File: config.mk
export PLATFORM = sky130hd
export DESIGN_NAME = branch_stats_monitor
export DESIGN_NICKNAME = d
export VERILOG_FILES = /design/src/rtl/tage_pkg.sv /design/src/rtl/stats_report_slot.sv /design/src/rtl/branch_stats_monitor.sv
export SDC_FILE = /design/constraint.sdc
export NUM_CORES = 1
export LEC_CHECK = 0
export CELL_PAD_IN_SITES_DETAIL_PLACEMENT = 0
export CELL_PAD_IN_SITES_GLOBAL_PLACEMENT = 2
export CORE_AREA = 2 2 159 161
export CTS_CLUSTER_SIZE = 8
export DETAILED_ROUTE_END_ITERATION = 8
export DIE_AREA = 0 0 161 163
export GPL_TIMING_DRIVEN = 0
export PLACE_DENSITY = 0.86
export RECOVER_POWER = 100
export SLEW_MARGIN = 15
export SYNTH_ARGS = -nofsm -noshare
export SYNTH_HDL_FRONTEND = slang
export SYNTH_SLANG_ARGS = --single-unit
File: constraint.sdc
create_clock -name Clk -period 4.6 [get_ports Clk]
set_clock_uncertainty 0.15 [all_clocks]
set_input_delay 0.92 -clock Clk [delete_from_list [all_inputs] [get_ports Clk]]
set_output_delay 0.92 -clock Clk [all_outputs]
set_load 0.1 [all_outputs]
File: src/rtl/tage_pkg.sv
// Shared TAGE predictor definitions: default counter width and the
// hit-rate reporting window, plus the report-slot action encoding.
package tage_pkg;

  // Width of every branch/instruction index counter in the predictor.
  localparam int DEFAULT_INSTRUCTION_INDEX_SIZE = 22;

  // Number of resolved branches per hit-rate report.
  localparam int unsigned DEFAULT_WINDOW = 100000;

  // What the one-entry report buffer does on a given edge.
  typedef enum logic [1:0] {
    SLOT_IDLE, // nothing happens, held report (if any) stays
    SLOT_LOAD, // capture a new report (slot empty or being popped)
    SLOT_DROP, // new report arrives while one is held and not popped
    SLOT_POP   // consumer takes the held report, nothing new arrives
  } slot_action_e;

endpackage : tage_pkg

File: src/rtl/stats_report_slot.sv
// One-entry report buffer with valid/ready handshake. A report arriving while
// another is still held (and not popped this cycle) is dropped and flags a
// sticky overrun.
module stats_report_slot
  import tage_pkg::*;
#(
  parameter int WIDTH = DEFAULT_INSTRUCTION_INDEX_SIZE
) (
  input  logic             clk,
  input  logic             rst,
  input  logic             clear,
  input  logic             load,
  input  logic [WIDTH-1:0] load_total,
  input  logic [WIDTH-1:0] load_correct,
  input  logic             ready,
  output logic             valid,
  output logic [WIDTH-1:0] total,
  output logic [WIDTH-1:0] window_correct,
  output logic             overrun
);

  slot_action_e action;

  // Decide this cycle's slot action; a pop frees the slot for a same-cycle load.
  always_comb begin
    // NOTE: default first so every path assigns action and no latch is inferred.
    action = SLOT_IDLE;
    if (load && (!valid || ready)) begin
      action = SLOT_LOAD;
    end else if (load) begin
      action = SLOT_DROP;
    end else if (valid && ready) begin
      action = SLOT_POP;
    end
  end

  // Report register, valid flag and sticky overrun; clear wipes everything.
  always_ff @(posedge clk or posedge rst) begin
    // NOTE: non-blocking assignments for all state so every flop samples pre-edge values.
    if (rst) begin
      valid          <= 1'b0;
      total          <= '0;
      window_correct <= '0;
      overrun        <= 1'b0;
    end else if (clear) begin
      valid          <= 1'b0;
      total          <= '0;
      window_correct <= '0;
      overrun        <= 1'b0;
    end else begin
      case (action)
        SLOT_LOAD: begin
          valid          <= 1'b1;
          total          <= load_total;
          window_correct <= load_correct;
        end
        SLOT_DROP: overrun <= 1'b1;
        SLOT_POP:  valid   <= 1'b0;
        default: ;
      endcase
    end
  end

endmodule : stats_report_slot

File: src/rtl/branch_stats_monitor.sv
// Branch prediction statistics: saturating running totals of resolved and
// correctly predicted branches, plus a per-window hit-rate report handed to a
// consumer through a one-entry valid/ready slot.
module branch_stats_monitor
  import tage_pkg::*;
#(
  parameter int          INSTRUCTION_INDEX_SIZE = DEFAULT_INSTRUCTION_INDEX_SIZE,
  parameter int unsigned WINDOW                 = DEFAULT_WINDOW
) (
  input  logic                              Clk,
  input  logic                              Rst,
  input  logic                              Clear,
  input  logic                              ResolveValid,
  input  logic                              Prediction,
  input  logic                              Outcome,
  output logic                              PredictionCorrect,
  output logic [INSTRUCTION_INDEX_SIZE-1:0] CorrectlyPredicted,
  output logic [INSTRUCTION_INDEX_SIZE-1:0] TotalBranches,
  output logic                              ReportValid,
  input  logic                              ReportReady,
  output logic [INSTRUCTION_INDEX_SIZE-1:0] ReportTotal,
  output logic [INSTRUCTION_INDEX_SIZE-1:0] ReportWindowCorrect,
  output logic                              ReportOverrun
);

  localparam int W = INSTRUCTION_INDEX_SIZE;
  localparam logic [W-1:0] COUNT_MAX   = '1;
  localparam logic [W-1:0] ONE         = W'(1);
  localparam logic [W-1:0] WINDOW_LAST = W'(WINDOW - 1);

  logic         accept;        // branch taken into the statistics this cycle
  logic         correct;       // presented branch was predicted correctly
  logic         total_sat;     // total counter pinned at all-ones
  logic         counted;       // accepted branch that still advances the window
  logic         window_close;  // this acceptance completes a window
  logic [W-1:0] total_inc;
  logic [W-1:0] win_correct_sum;

  logic [W-1:0] total_q;
  logic [W-1:0] correct_q;
  logic [W-1:0] win_cnt_q;
  logic [W-1:0] win_correct_q;
  logic         pred_correct_q;

  // Acceptance, saturation and window-close decode for the current branch.
  always_comb begin
    accept          = ResolveValid && !Clear;
    correct         = (Prediction == Outcome);
    total_sat       = (total_q == COUNT_MAX);
    // Once the total saturates, windows stop advancing so no report can close.
    counted         = accept && !total_sat;
    window_close    = counted && (win_cnt_q == WINDOW_LAST);
    total_inc       = total_q + ONE;
    win_correct_sum = win_correct_q + {{(W-1){1'b0}}, correct};
  end

  // Running saturating counters, window counters and last-branch correctness.
  always_ff @(posedge Clk or posedge Rst) begin
    if (Rst) begin
      total_q        <= '0;
      correct_q      <= '0;
      win_cnt_q      <= '0;
      win_correct_q  <= '0;
      pred_correct_q <= 1'b0;
    end else if (Clear) begin
      total_q        <= '0;
      correct_q      <= '0;
      win_cnt_q      <= '0;
      win_correct_q  <= '0;
      pred_correct_q <= 1'b0;
    end else if (accept) begin
      pred_correct_q <= correct;
      if (!total_sat) begin
        total_q <= total_inc;
      end
      // Correct count is bounded by the total, but saturate it independently anyway.
      if (correct && (correct_q != COUNT_MAX)) begin
        correct_q <= correct_q + ONE;
      end
      if (counted) begin
        if (window_close) begin
          win_cnt_q     <= '0;
          win_correct_q <= '0;
        end else begin
          win_cnt_q     <= win_cnt_q + ONE;
          win_correct_q <= win_correct_sum;
        end
      end
    end
  end

  // Closing window hands the new total and its correct count to the report slot.
  stats_report_slot #(
    .WIDTH(W)
  ) u_report_slot (
    .clk           (Clk),
    .rst           (Rst),
    .clear         (Clear),
    .load          (window_close),
    .load_total    (total_inc),
    .load_correct  (win_correct_sum),
    .ready         (ReportReady),
    .valid         (ReportValid),
    .total         (ReportTotal),
    .window_correct(ReportWindowCorrect),
    .overrun       (ReportOverrun)
  );

  assign PredictionCorrect  = pred_correct_q;
  assign CorrectlyPredicted = correct_q;
  assign TotalBranches      = total_q;

endmodule : branch_stats_monitor

=== Word-level counts from Yosys, hierarchy flattened ===
Cells that the tools add are included.

* Multiplexer cells: 27
* Equality and inequality tests: 8
* Add/sub/neg operators: 4
* Reductions and logical operators: 19

{| class="wikitable"
|+ Operator list
! kind !! count
|-
| two-way mux 22 bit || 18
|-
| adder 22 x 1 -> 22 bit (second input constant) || 3
|-
| adder 22 x 1 -> 22 bit || 1
|-
| equality test 22 x 17 -> 1 bit (second input constant) || 1
|-
| equality test 22 bit (second input constant) || 1
|-
| inequality test 22 bit (second input constant) || 1
|-
| nonzero test 2 bit || 5
|-
| logical AND 1 bit || 6
|-
| two-way mux 2 bit || 3
|-
| AND reduction 2 bit || 3
|-
| two-way mux 1 bit || 5
|-
| equality test 2 bit (second input constant) || 2
|-
| zero test 1 bit || 3
|-
| nonzero test 3 bit || 1
|-
| equality test 2 x 1 -> 1 bit (second input constant) || 1
|-
| inequality test 2 bit (second input constant) || 1
|-
| one-hot mux 1 bit (2 select lines) || 1
|-
| equality test 1 bit || 1
|-
| logical OR 1 bit || 1
|}

* Input port bits: 7
* Register bits: 135
* Word-level logic and storage cells: 67
* Output and inout port bits: 91

=== Depth between registers and ports, before layout ===
* Depth in word-level cells: 9
* Mapped depth: 9
* Gate-level depth less buffers: 8

=== Modules after synthesis ===
From an unflattened synthesis, not the netlist that was laid out.

* Cells, all modules: 830
* Area, all modules: 7,948.9 µm²

{| class="wikitable"
|+ Modules (own cells, without submodules)
! module !! times used !! seq. area each (µm²) !! area an instance (µm²) !! cells an instance
|-
| branch_stats_monitor || 1 || 2,227.1 || 5,620.4 || 630
|-
| stats_report_slot || 1 || 1,151.1 || 2,328.5 || 200
|}

=== Worst setup path before layout ===
No wires, ideal clock.

* Path kind: in2reg
* Start point: in Outcome
* End point: reg win_correct_q[12]
* Path slack: 1,191 ps
* Path buffers: 1
* Required time: 4,349 ps
* Arrival: 3,158 ps
* Stages on the path: 9
* Library setup time: 101 ps
* Cells stage by stage: xnor2_1 -> ha_1 -> ha_1 -> and3_1 -> clkbuf_1 -> nand3_1 -> or3_1 -> or3_1 -> o32ai_1

* Longest elaborated chain between the ends: 6

{| class="wikitable"
|+ RTL lines
! element !! line !! source
|-
| start, declared || branch_stats_monitor.sv:15 || <nowiki>input logic Outcome,</nowiki>
|-
| equality test 1 bit || branch_stats_monitor.sv:48 || <nowiki>correct = (Prediction == Outcome);</nowiki>
|-
| adder 22 x 1 -> 22 bit || branch_stats_monitor.sv:54 || <nowiki>win_correct_sum = win_correct_q + {{(W-1){1'b0}}, correct};</nowiki>
|-
| two-way mux 22 bit || branch_stats_monitor.sv:81 || <nowiki>if (window_close) begin</nowiki>
|-
| two-way mux 22 bit || branch_stats_monitor.sv:80 || <nowiki>if (counted) begin</nowiki>
|-
| two-way mux 22 bit || branch_stats_monitor.sv:71 || <nowiki>end else if (accept) begin</nowiki>
|-
| two-way mux 22 bit || branch_stats_monitor.sv:65 || <nowiki>end else if (Clear) begin</nowiki>
|-
| end signal, assigned || branch_stats_monitor.sv:86 || <nowiki>win_correct_q <= win_correct_sum;</nowiki>
|-
| end, declared || branch_stats_monitor.sv:42 || <nowiki>logic [W-1:0] win_correct_q;</nowiki>
|}

Every way passes these cells. The select of a mux whose other input is x is not followed.
A chain may end at the register's enable or synchronous reset.

=== Worst setup path in the final report ===
Same ends and word-level chain as after synthesis.

==> impl_metrics.toml <==
[routing]
dr.pass1.iters = 4
postRouteAntennaNets = 0
vias = 6715
drt-total-wl_microns = 23200
initialDrtViolationCount = 419
drc = 0
via_per_inst = 5.20
wire_per_inst_microns = 18.0

[logic_synthesis]
synth-compound-area-share = 0.160
syn_inst = 830
synthXorXnorAreaFrac = 0.0771
synthAdderAreaFrac = 0.00834
syn_nets = 842
avgSynthCellArea_sq_um = 9.03
netlist_area_sq_um = 7500
synthArstFlopShare = 1.00
ys_ff_latch = 135
yosysSeqAreaShare = 0.451
ys.flop_type = "dfrtp_1"
yosys.area_share.simple = 0.248
synthMuxAreaShare = 0.00701
yosys_warnings = 0
ys_types = 61
synth_top_family_by_area = "simple AND/OR/NAND/NOR gates"
synth_enable_flop_cells = 0

[grt]
grt_pass1_wl_microns = 37500
grt_overflow = 0
grt_start_max_net_pins = 36
grt_pass1_vias = 6465
antenna_found_initial = 0
grt_usage = 0.182

[setup_path]
crit_path_end_kind = "flip-flop"
startpoint_type = "input port"
path_max_fanout = 8
rrSetupSlack_ns = 0.42
reg2reg_from = "TotalBranches[0]$_DFFE_PP0P_"
required_ns = 4.77
timing.rr.end = "u_report_slot.window_correct[17]$_DFFE_PP0P_"
critPathArrivalTime_ns = 4.57
criticalPathCategory = "in2reg"
reg2reg_depth = 8

[finish]
areaGrowthSynthToFinish_pct = 25.1
n_antenna_cell = 0
drive_gt1_frac = 0.0572
fin_area_sq_um = 9380
final_util = 0.380
final_nets = 961

[floorplan]
die_w_microns = 161
initial_core_util = 0.304
fp-row-count = 58
core-area_sq_um = 24700
dieArea_sq_um = 26200
die_h_microns = 163
io_pins = 98

[clocking]
postCtsHoldBufs = 0
cts_root_buf = "clkbuf_16"
post-cts-setup-buffers = 0
cts_tree = "built"
clock_latency_ns = 0.43
cts_buffers = 17
cts_buffer_depth = 2
clock-sinks = 135
cts_resized = 0
clk_pin_slew_ns = 0.06
cts-htree-levels = 4

[worst_hold_path]
min_from = "u_report_slot.total[11]$_DFFE_PP0P_"
hold_class = "reg2reg"
hold-path-endpoint = "u_report_slot.total[11]$_DFFE_PP0P_"
worstHoldPathCells = 2

[placed_design]
dpl-instance-area_sq_um = 8980
dp_hpwl_microns = 16800
post-place-ws_ns = -0.163
io_buffers = 95
place.gp.congestion = 0.848

[timing]
setup_slack_ns = 0.202
layout_min_cycle_time_ns = 4.40
max-slew-margin-rel = -0.181
tightestPinTransition_ns = 1.77
max_freq_ghz = 0.227
hold_violations = 0
finalCritPeriodShare = 0.956
final_max_slew_viol_count = 73
setup_violations = 0
rsz0062_at_grt = "false"
setup_tns_ns = 0

[power_and_ir_drop]
leakagePower_nw = 3.82
power.density_nw_per_um2 = 289
ir_worst_vdd_mv = 0.190

[outcome]
failed_checks = "max-capacitance violations, max-slew violations"
outcome = "finished, violations left"

[flow_run]
drv_cap = 3
cells in the mapped netlist (all sizes together) (10+ instances only):
cell type | number | area share
dfrtp | 135 | 0.45
nor4 | 15 | 0.015
buf | 21 | 0.018
o32ai | 19 | 0.027
nand4 | 26 | 0.022
nand2 | 89 | 0.045
o211ai | 10 | 0.010
xnor2 | 32 | 0.037
nand3 | 42 | 0.029
xor2 | 34 | 0.040
clkbuf | 34 | 0.017
nand2b | 14 | 0.012
a21oi | 90 | 0.060
inv | 28 | 0.014
a211oi | 20 | 0.020
o21ai | 24 | 0.018
or4 | 12 | 0.013
nor2 | 67 | 0.034
and3 | 10 | 0.0083
or3 | 28 | 0.023
layer usage:
metal | up-vias | track usage | routed length [microns] | part of all wire
met5 | - | 0 | 0 | 0
met4 | 0 | 0.0507 | 311 | 0.013
met3 | 20 | 0.0300 | 1070 | 0.046
met2 | 165 | 0.282 | 10700 | 0.46
met1 | 3293 | 0.263 | 11100 | 0.48
li1 | 3237 | - | - | -
layout by cell type (no fill, tap or decap), types with 4 or more instances in the layout:
| cell type | count |
|---|---|
| nand4b_1 | 7 |
| nand3_1 | 40 |
| and2_1 | 7 |
| o32ai_1 | 14 |
| o32ai_2 | 5 |
| inv_1 | 27 |
| or4_1 | 11 |
| nand4_1 | 26 |
| nor2_1 | 67 |
| nor2b_1 | 4 |
| and4_1 | 7 |
| o31ai_1 | 7 |
| nor4_1 | 13 |
| nand2_1 | 88 |
| clkbuf_16 | 17 |
| a211oi_1 | 20 |
| dlygate4sd3_1 | 92 |
| buf_2 | 4 |
| o211ai_1 | 10 |
| dfrtp_1 | 135 |
| a21oi_1 | 90 |
| nand2b_1 | 14 |
| ha_1 | 5 |
| xnor2_1 | 32 |
| xor2_1 | 34 |
| clkbuf_1 | 57 |
| clkinvlp_4 | 4 |
| or2_2 | 4 |
| and3_1 | 10 |
| o21ai_0 | 23 |
| or3_1 | 28 |
| nor3_1 | 8 |
final cells by class:
type                            instances  area [sq um]
Tap cell                              330           413
Buffer                                 55           215
Sequential cell                       135          3380
Multi-Input combinational cell        612          3720
Inverter                               28           106
Timing Repair Buffer                  100           971
Clock buffer                           21           450
Clock inverter                         11           126
Fill cell                            2537         15300
flip-flops by register name, indices dropped and copies added, names as in the netlist:
register,cells
win_correct_q,22
PredictionCorrect,1
u_report_slot.valid,1
u_report_slot.total,22
u_report_slot.overrun,1
CorrectlyPredicted,22
u_report_slot.window_correct,22
TotalBranches,22
win_cnt_q,22
through the flow:
step	total power (W)	hold slack [ns]	instances
6_report	0.00271	0.361	1292
5_1_grt	0.00281	0.382	1292
4_1_cts	0.00276	0.370	1292
3_5_place_dp	0.00140	0.356	1260
3_3_place_gp	0.00139	0.355	1255
2_1_floorplan	0.00133	0.333	830
logic make-up (layout without fill, tap and decap cells):
kind of cell	count (synthesis)	count (layout)
AO/OA/AOI/OAI	186	186
flip-flops	135	135
AND/OR/NAND/NOR	350	350
adder cells (fa/ha/maj)	5	5
buffers and inverters	83	215
multiplexers	5	5
XOR/XNOR	66	66
worst max-delay path by stage:
stage / startpoint / endpoint / slack, ns / cells after the start
2_1_floorplan: Outcome / win_correct_q[12]$_DFFE_PP0P_ / 1.19 / 9
3_3_place_gp: Outcome / win_correct_q[12]$_DFFE_PP0P_ / -0.15 / 10
3_5_place_dp: Outcome / win_correct_q[12]$_DFFE_PP0P_ / -0.16 / 10
4_1_cts: Outcome / win_correct_q[12]$_DFFE_PP0P_ / 0.26 / 10
5_1_grt: Outcome / win_correct_q[12]$_DFFE_PP0P_ / 0.03 / 10
6_report: Outcome / win_correct_q[12]$_DFFE_PP0P_ / 0.20 / 10
critical path: stages:
cell	delay, ns
clkdlybuf4s50_1	0.41
xnor2_1	0.86
ha_1	0.37
ha_1	0.32
and3_1	0.19
clkbuf_1	0.32
nand3_1	0.25
or3_1	0.47
or3_1	0.34
o32ai_1	0.12
report_power, final:
part | internal [W] | switching, W | total (W)
Combinational | 0.0000307 | 0.000128 | 0.000159
Clock | 0.000812 | 0.000540 | 0.00135
Sequential | 0.00119 | 0.00000827 | 0.00120
Note: power is estimated with default switching activity, not from simulation.
